`config.mk`:
```
export PLATFORM = sky130hd
export DESIGN_NAME = key_debounce_repeat
export DESIGN_NICKNAME = d
export VERILOG_FILES = /design/src/rtl/key_debounce_repeat.sv
export SDC_FILE = /design/constraint.sdc
export NUM_CORES = 1
export LEC_CHECK = 0
export BUFFER_PORTS_ARGS = -buffer_cell sky130_fd_sc_hd__buf_2
export CAP_MARGIN = 20
export CORE_ASPECT_RATIO = 1.4
export CORE_UTILIZATION = 30
export CTS_CLUSTER_SIZE = 10
export DETAILED_ROUTE_END_ITERATION = 8
export PLACE_DENSITY = 0.46
export SKIP_LAST_GASP = 1
export SLEW_MARGIN = 10
export SYNTH_ARGS = -nofsm -noshare
export SYNTH_HDL_FRONTEND = slang
export SYNTH_SLANG_ARGS = --single-unit
```
`constraint.sdc`:
```
create_clock -name clk_50mhz -period 2 [get_ports clk_50mhz]
set_input_delay 0.4 -clock clk_50mhz [delete_from_list [all_inputs] [get_ports clk_50mhz]]
set_output_delay 0.4 -clock clk_50mhz [all_outputs]
set_load 0.01 [all_outputs]
```
`src/rtl/key_debounce_repeat.sv`:
```
// -----------------------------------------------------------------------------
// key_debounce_repeat
//
// Conditions one raw board push-button for the digit/mode counter that drives
// the 7-segment display. The raw pin is synchronised, sampled on a slow tick,
// debounced, and turned into single-cycle event pulses. The downstream counter
// increments on press_pulse, so one physical press gives exactly one count.
// Auto-repeat pulses follow while the button stays held.
//
// Parameters
//   TICK_DIV            clk_50mhz cycles per sample tick (500000 -> 10 ms)
//   STABLE_TICKS        consecutive agreeing samples to accept press/release
//                       (1..15)
//   REPEAT_DELAY_TICKS  held ticks after acceptance before auto-repeat (>= 1)
//   REPEAT_RATE_TICKS   ticks between auto-repeat pulses (>= 1)
//   REPEAT_EN           0 disables auto-repeat and long_press
//
// Ports
//   clk_50mhz      in   system clock, 50 MHz
//   rst            in   synchronous reset, active-high
//   btn_in         in   raw asynchronous button, active-high
//   press_pulse    out  one-cycle pulse: debounced press or auto-repeat
//   release_pulse  out  one-cycle pulse on debounced release
//   btn_level      out  debounced button level
//   long_press     out  high while in auto-repeat
// -----------------------------------------------------------------------------
module key_debounce_repeat #(
  parameter int TICK_DIV           = 500000,
  parameter int STABLE_TICKS       = 2,
  parameter int REPEAT_DELAY_TICKS = 50,
  parameter int REPEAT_RATE_TICKS  = 10,
  parameter bit REPEAT_EN          = 1'b1
) (
  input  logic clk_50mhz,
  input  logic rst,
  input  logic btn_in,
  output logic press_pulse,
  output logic release_pulse,
  output logic btn_level,
  output logic long_press
);

  // ---------------------------------------------------------------------------
  // Counter widths, sized so that each counter can hold its terminal value
  // without wrapping.
  // ---------------------------------------------------------------------------
  localparam int TICK_W = (TICK_DIV > 1) ? $clog2(TICK_DIV) : 1;
  localparam int STAB_W = $clog2(STABLE_TICKS + 1);
  localparam int HOLD_W = $clog2(REPEAT_DELAY_TICKS + 1);
  localparam int RPT_W  = $clog2(REPEAT_RATE_TICKS + 1);

  localparam logic [TICK_W-1:0] TICK_LAST = TICK_W'(TICK_DIV - 1);
  localparam logic [TICK_W-1:0] TICK_ONE  = TICK_W'(1);
  localparam logic [STAB_W-1:0] STAB_MAX  = STAB_W'(STABLE_TICKS);
  localparam logic [STAB_W-1:0] STAB_ONE  = STAB_W'(1);
  localparam logic [HOLD_W-1:0] HOLD_MAX  = HOLD_W'(REPEAT_DELAY_TICKS);
  localparam logic [HOLD_W-1:0] HOLD_ONE  = HOLD_W'(1);
  localparam logic [RPT_W-1:0]  RPT_MAX   = RPT_W'(REPEAT_RATE_TICKS);
  localparam logic [RPT_W-1:0]  RPT_ONE   = RPT_W'(1);

  // A single agreeing sample is enough: skip the ARMING/RELEASING states.
  localparam bit SINGLE_SAMPLE = (STABLE_TICKS == 1);

  typedef enum logic [2:0] {
    ST_IDLE      = 3'd0,
    ST_ARMING    = 3'd1,
    ST_HELD      = 3'd2,
    ST_REPEAT    = 3'd3,
    ST_RELEASING = 3'd4
  } state_t;

  // ---------------------------------------------------------------------------
  // Two-flop synchroniser. "s" is the only view of the button the FSM uses.
  // ---------------------------------------------------------------------------
  logic sync_q1;
  logic s;

  // NOTE: every clocked block uses non-blocking assignments so that all flops
  // sample their inputs from the same edge; blocking here would collapse the
  // two synchroniser stages into one.
  always_ff @(posedge clk_50mhz) begin
    if (rst) begin
      sync_q1 <= 1'b0;
      s       <= 1'b0;
    end else begin
      sync_q1 <= btn_in;
      s       <= sync_q1;
    end
  end

  // ---------------------------------------------------------------------------
  // Free-running sample tick. Button activity never restarts it, so the
  // sampling grid is fixed relative to reset.
  // ---------------------------------------------------------------------------
  logic [TICK_W-1:0] tick_cnt;
  logic              tick;

  assign tick = (tick_cnt == TICK_LAST);

  always_ff @(posedge clk_50mhz) begin
    if (rst) begin
      tick_cnt <= '0;
    end else if (tick) begin
      tick_cnt <= '0;
    end else begin
      tick_cnt <= tick_cnt + TICK_ONE;
    end
  end

  // ---------------------------------------------------------------------------
  // Debounce / repeat FSM.
  //   stab_cnt    counts agreeing samples while ARMING or RELEASING
  //   hold_cnt    held ticks since acceptance (saturates at the repeat delay)
  //   rpt_cnt     ticks since the last auto-repeat pulse
  //   from_repeat where a RELEASING glitch returns to (1 = REPEAT, 0 = HELD)
  // All outputs are registered, so pulses appear the cycle after their tick.
  // ---------------------------------------------------------------------------
  state_t            state,       state_nx;
  logic [STAB_W-1:0] stab_cnt,    stab_nx;
  logic [HOLD_W-1:0] hold_cnt,    hold_nx;
  logic [RPT_W-1:0]  rpt_cnt,     rpt_nx;
  logic              from_repeat, origin_nx;
  logic              press_nx;
  logic              release_nx;
  logic              level_nx;
  logic              long_nx;

  logic [STAB_W-1:0] stab_inc;
  logic [HOLD_W-1:0] hold_inc;
  logic [RPT_W-1:0]  rpt_inc;

  assign stab_inc = stab_cnt + STAB_ONE;
  assign hold_inc = hold_cnt + HOLD_ONE;
  assign rpt_inc  = rpt_cnt + RPT_ONE;

  always_ff @(posedge clk_50mhz) begin
    if (rst) begin
      state         <= ST_IDLE;
      stab_cnt      <= '0;
      hold_cnt      <= '0;
      rpt_cnt       <= '0;
      from_repeat   <= 1'b0;
      press_pulse   <= 1'b0;
      release_pulse <= 1'b0;
      btn_level     <= 1'b0;
      long_press    <= 1'b0;
    end else begin
      state         <= state_nx;
      stab_cnt      <= stab_nx;
      hold_cnt      <= hold_nx;
      rpt_cnt       <= rpt_nx;
      from_repeat   <= origin_nx;
      press_pulse   <= press_nx;
      release_pulse <= release_nx;
      btn_level     <= level_nx;
      long_press    <= long_nx;
    end
  end

  always_comb begin
    // NOTE: every signal written below gets a default first; a path that
    // skipped an assignment would otherwise infer a latch.
    state_nx   = state;
    stab_nx    = stab_cnt;
    hold_nx    = hold_cnt;
    rpt_nx     = rpt_cnt;
    origin_nx  = from_repeat;
    press_nx   = 1'b0;
    release_nx = 1'b0;
    level_nx   = btn_level;
    long_nx    = long_press;

    if (tick) begin
      unique case (state)
        ST_IDLE: begin
          if (s) begin
            if (SINGLE_SAMPLE) begin
              state_nx = ST_HELD;
              stab_nx  = '0;
              hold_nx  = '0;
              press_nx = 1'b1;
              level_nx = 1'b1;
            end else begin
              state_nx = ST_ARMING;
              stab_nx  = STAB_ONE;
            end
          end
        end

        ST_ARMING: begin
          if (s) begin
            if (stab_inc == STAB_MAX) begin
              state_nx = ST_HELD;
              stab_nx  = '0;
              hold_nx  = '0;
              press_nx = 1'b1;
              level_nx = 1'b1;
            end else begin
              stab_nx = stab_inc;
            end
          end else begin
            // Not stable long enough: silently forget the attempt.
            state_nx = ST_IDLE;
            stab_nx  = '0;
          end
        end

        ST_HELD: begin
          if (s) begin
            // Without auto-repeat the counter parks at the delay value
            // instead of wrapping.
            if (hold_cnt != HOLD_MAX) begin
              hold_nx = hold_inc;
              if (REPEAT_EN && (hold_inc == HOLD_MAX)) begin
                state_nx = ST_REPEAT;
                rpt_nx   = '0;
                press_nx = 1'b1;
                long_nx  = 1'b1;
              end
            end
          end else if (SINGLE_SAMPLE) begin
            state_nx   = ST_IDLE;
            stab_nx    = '0;
            hold_nx    = '0;
            rpt_nx     = '0;
            release_nx = 1'b1;
            level_nx   = 1'b0;
            long_nx    = 1'b0;
          end else begin
            state_nx  = ST_RELEASING;
            stab_nx   = STAB_ONE;
            origin_nx = 1'b0;
          end
        end

        ST_REPEAT: begin
          if (s) begin
            if (rpt_inc == RPT_MAX) begin
              rpt_nx   = '0;
              press_nx = 1'b1;
            end else begin
              rpt_nx = rpt_inc;
            end
          end else if (SINGLE_SAMPLE) begin
            state_nx   = ST_IDLE;
            stab_nx    = '0;
            hold_nx    = '0;
            rpt_nx     = '0;
            release_nx = 1'b1;
            level_nx   = 1'b0;
            long_nx    = 1'b0;
          end else begin
            state_nx  = ST_RELEASING;
            stab_nx   = STAB_ONE;
            origin_nx = 1'b1;
          end
        end

        ST_RELEASING: begin
          // btn_level and long_press hold their values here, so a short low
          // glitch is invisible downstream.
          if (!s) begin
            if (stab_inc == STAB_MAX) begin
              state_nx   = ST_IDLE;
              stab_nx    = '0;
              hold_nx    = '0;
              rpt_nx     = '0;
              release_nx = 1'b1;
              level_nx   = 1'b0;
              long_nx    = 1'b0;
            end else begin
              stab_nx = stab_inc;
            end
          end else begin
            // Glitch: resume where we left off. hold_cnt and rpt_cnt are left
            // untouched so the repeat cadence is not restarted.
            state_nx = from_repeat ? ST_REPEAT : ST_HELD;
            stab_nx  = '0;
          end
        end

        default: begin
          state_nx = ST_IDLE;
          stab_nx  = '0;
          hold_nx  = '0;
          rpt_nx   = '0;
          level_nx = 1'b0;
          long_nx  = 1'b0;
        end
      endcase
    end
  end

endmodule
```
Word level (Yosys, flattened, before mapping)

Index checks and enable logic that the tools add are counted.

Bits in registers: 41
Bits of input ports: 3
Logic and storage cells: 115

$add $sub $neg: 4
Equal/unequal tests: 25
Multiplexer cells: 51
Bitwise operators: 6
Reductions and logical operators: 17

Operator list:

| cell                  | number |
|---|---|
| $mux 6                | 5 |
| $mux 4                | 7 |
| $mux 3                | 9 |
| $ne 2x2->1 const B    | 12 |
| $pmux 6 s4            | 1 |
| $add 19x1->19 const B | 1 |
| $eq 19x19->1 const B  | 1 |
| $mux 1                | 17 |
| $pmux 4 s4            | 1 |
| $pmux 3 s5            | 1 |
| $reduce_and 7->1      | 2 |
| $ne 3x3->1 const B    | 4 |
| $reduce_and 6->1      | 2 |
| $mux 2                | 5 |
| $reduce_or 2->1       | 5 |
| $pmux 1 s3            | 3 |
| $pmux 2 s4            | 1 |
| $reduce_and 8->1      | 1 |
| $add 6x1->6 const B   | 1 |
| $eq 3x2->1 const B    | 2 |
| $eq 6x6->1 const B    | 1 |
| $ne 6x6->1 const B    | 1 |
| $not 1->1             | 6 |
| $reduce_or 3->1       | 2 |
| 12 further kinds      | 12 |

Depth between registers and ports, before layout

Depth after elaboration: 6
Mapped depth: 7
Depth with buffers taken out: 7

Least setup slack after synthesis

Ideal clock, no wire load.

Path type: register -> register
From: register tick_cnt[0]
To: register rpt_cnt[0]
Library setup time: 0.073 ns
Data arrival time: 1.875 ns
Required time: 1.927 ns
Setup slack: 0.052 ns
Cell stages (with the launch flop): 7
Path buffers: 1
Clock period less this slack: 1.948 ns
Cell sequence: dfxtp_1 > ha_1 > nand4_1 > or4b_4 > buf_6 > or3b_4 > o22ai_2

Cells in the longest elaborated chain, start to end: 2

RTL lines:

| element                           | line | RTL |
|---|---|---|
| start, declared                   | 95   | `logic [TICK_W-1:0] tick_cnt;` |
| start signal, assigned            | 106  | `tick_cnt <= tick_cnt + TICK_ONE;` |
| $eq 19x19->1                      | 98   | `assign tick = (tick_cnt == TICK_LAST);` |
| $reduce_and 8->1 (no source line) | n/a  |  |
| end signal, assigned              | 151  | `rpt_cnt <= rpt_nx;` |
| end, declared                     | 121  | `logic [RPT_W-1:0] rpt_cnt, rpt_nx;` |

No other way between the ends.
A chain may end at the register's enable or synchronous reset.

Final worst setup path

From: register tick_cnt[1]
To: register rpt_cnt[0]

Same word-level chain as after synthesis.

==> key figures <==
Pwr
  – Maximum vdd ir drop: 0.000303 V
  – Leakage: 1.02 nW
  – P per Cell Area: 521 mW/mm2

Detailed routing
  – Final ANT Viol Nets: 0
  – Wire per inst: 14.0 um
  – Via density: 5.11
  – First drt pass iteration count: 4
  – Initial drt markers: 138
  – Total number of vias: 2120
  – Routed wire length: 5800 um
  – DRC violations left: 0

Die
  – Die X: 76.4 um
  – Ports: 7
  – Row cnt: 37
  – Die Height: 106 um
  – Initial Utilization: 31.2%
  – Total die area: 0.00812 mm2
  – Core ar.: 0.00745 mm2

Timing
  – Sum Neg Setup Slack: 0 ps
  – Unrepaired setup endpoints after global routing: yes
  – Hold WS: 327 ps
  – Fin. max-slew vios: 0
  – Final Skew: 6.45 ps
  – Final hold violation count: 0
  – Fin crit share: 95.8%
  – Relative slew slack: 65.0%
  – Final Setup Violations: 0
  – Max Freq: 522 MHz
  – Tmin final: 1920 ps
  – Slew at the pin closest to its max-slew limit: 519 ps

Global route
  – Tot GR Track Use: 14.9%
  – Initial antenna violation count: 0
  – Largest net degree at the start of global routing: 19
  – Grt ovf: 0
  – Number of global-route vias before repair: 2024
  – First-pass GRT wire length: 9650 um

Clock tree
  – TritonCTS Buffers: 5
  – Longest Clk Path Bufs: 2
  – Worst-Skew Late Latency: 290 ps
  – CTS tree: built
  – Clock sink count: 41
  – Root Buffer Master: clkbuf_8
  – Clock slew at reported path FFs: 80 ps
  – CTS H-tree lvls: 2

Cells and area
  – Final non-filler cell total: 415
  – Finished Core Util: 37.6%
  – N_diodes: 0
  – Final nets: 326
  – Area growth, synth to finish: 20.3%
  – Commonest non-fill, non-tap cell in the layout: dfxtp_1
  – Commonest non-fill, non-tap cells in the layout: 37 x dfxtp_1, 36 x buf_4, 29 x nor2_1
  – Fraction of layout cells with a size suffix above 1: 21.1%
  – Final Cell Area: 0.00280 mm2
  – Fill cells: 791

Logic synthesis
  – Unique masters post-synth: 52
  – Synth Cell Area: 0.00233 mm2
  – YS warnings: 0
  – Sequential area share after synthesis: 35.3%
  – Asr flop ratio synth: 0%
  – Main synth FF type: dfxtp_1
  – Cell count after synthesis: 281
  – Syn nets: 290
  – Seq cells post-synth: 41
  – Syn_area_per_cell: 8.28 um2
  – EDFF count, synth: 0

Place
  – Port bufs: 6
  – Placed insts: 405
  – Post-detailed-placement half-perimeter wirelength: 4390 um
  – DP Area: 0.00267 mm2
  – GP Congestion: 0.795

Min path
  – Worst min path class: in2reg

Setup path
  – Critical Path Source Type: flip-flop
  – Worst setup EP type: flip-flop
  – Crit Path Category: reg2reg
  – CP Max Fanout: 7
  – Worst EP required: 2230 ps
  – WP data arrival: 2140 ps

Run status
  – Status: finished, final reports clean

Job
  – Max-Cap Viols: 0
==> logic make-up (layout without fill, tap and decap cells) <==
| logic type | count (synthesis) | in the layout | synth area share [%] |
|---|---|---|---|
| simple gates | 137 | 137 | 33.8 |
| xor+xnor | 20 | 20 | 7.53 |
| buf+inv | 23 | 60 | 4.19 |
| flops | 41 | 41 | 35.3 |
| fa+ha+maj | 6 | 6 | 3.23 |
| mux | 1 | 1 | 0.430 |
| compound gates | 53 | 53 | 15.5 |
==> critical path, stage by stage, from the launching register on <==
cell     delay (ps)
dfxtp_2         350
ha_2            190
nand4_1         140
or4b_4          600
or3b_4          430
o22ai_2         140
==> sequential cells by signal, summed over array words and instances (netlist names), 2 cells and up <==
register  count
hold_cnt      6
tick_cnt     19
stab_cnt      2
rpt_cnt       4
state         3
==> cell type report <==
type | instances | area [um2] | area share [%]
clock inverter | 2 | 13.8 | 0.492
sequential | 41 | 826 | 29.5
tap | 97 | 121 | 4.33
multi-input combinational | 217 | 1420 | 50.7
timing repair buffer | 42 | 300 | 10.7
clock buffer | 6 | 82.6 | 2.95
inverter | 10 | 37.5 | 1.34
==> Yosys cell counts (4+ instances only) <==
cell type | number | share of area, %
xnor2_1 | 10 | 3.8
nand2_1 | 16 | 2.6
or3_1 | 6 | 1.6
dfxtp_1 | 41 | 35
nand2b_1 | 10 | 2.7
nand4_1 | 9 | 2.4
o22ai_1 | 4 | 1.1
and3_1 | 5 | 1.3
nor2_1 | 29 | 4.7
clkbuf_1 | 9 | 1.5
nor2b_1 | 5 | 1.3
a21oi_1 | 14 | 3.0
xor2_1 | 10 | 3.8
nor4b_1 | 4 | 1.5
a211oi_1 | 4 | 1.3
nor3b_1 | 6 | 1.9
nor3_1 | 11 | 2.4
ha_1 | 6 | 3.2
nand3_1 | 17 | 3.7
o21ai_0 | 9 | 1.9
inv_1 | 10 | 1.6
==> metrics by stage <==
step	setup WS [ps]	total power [mW]
after floorplan	51.5	0.879
after global placement	-52.9	0.898
after detailed placement	58.6	0.899
after CTS	15.1	1.48
after global routing	-25.1	1.52
final	84.7	1.46
==> routing by layer <==
metal | vias up | track usage, % | wire length, um
li1 | 1083 | - | -
met1 | 993 | 15.7 | 2400
met2 | 30 | 28.8 | 3140
met3 | 14 | 2.32 | 113
met4 | 0 | 6.73 | 151
met5 | - | 0 | 0
==> power breakdown <==
group          internal (mW)  switching, mW  leakage [nW]
Clock                  0.280          0.297        0.0512
Combinational         0.0210         0.0297         0.633
Sequential             0.823        0.00720         0.333
Total                   1.12          0.334          1.02
==> final timing paths <==
| kind | slack, ps | start | endpoint | depth (start not counted) |
|---|---|---|---|---|
| hold / removal | 330 | btn_in | sync_q1 | 2 |
| setup / recovery | 80 | tick_cnt[1] | rpt_cnt[0] | 5 |
| setup reg to reg | 80 | tick_cnt[1] | rpt_cnt[0] | 5 |
| hold reg to reg | 450 | sync_q1 | s | 1 |
==> timing repair <==
action,CTS,global route
endpoints found under the setup margin,0,24
hold buffers,0,0
setup buffers,0,2
gates resized for setup,0,7
endpoints found under the hold margin,0,0
Power figures use the tool's default switching activity.
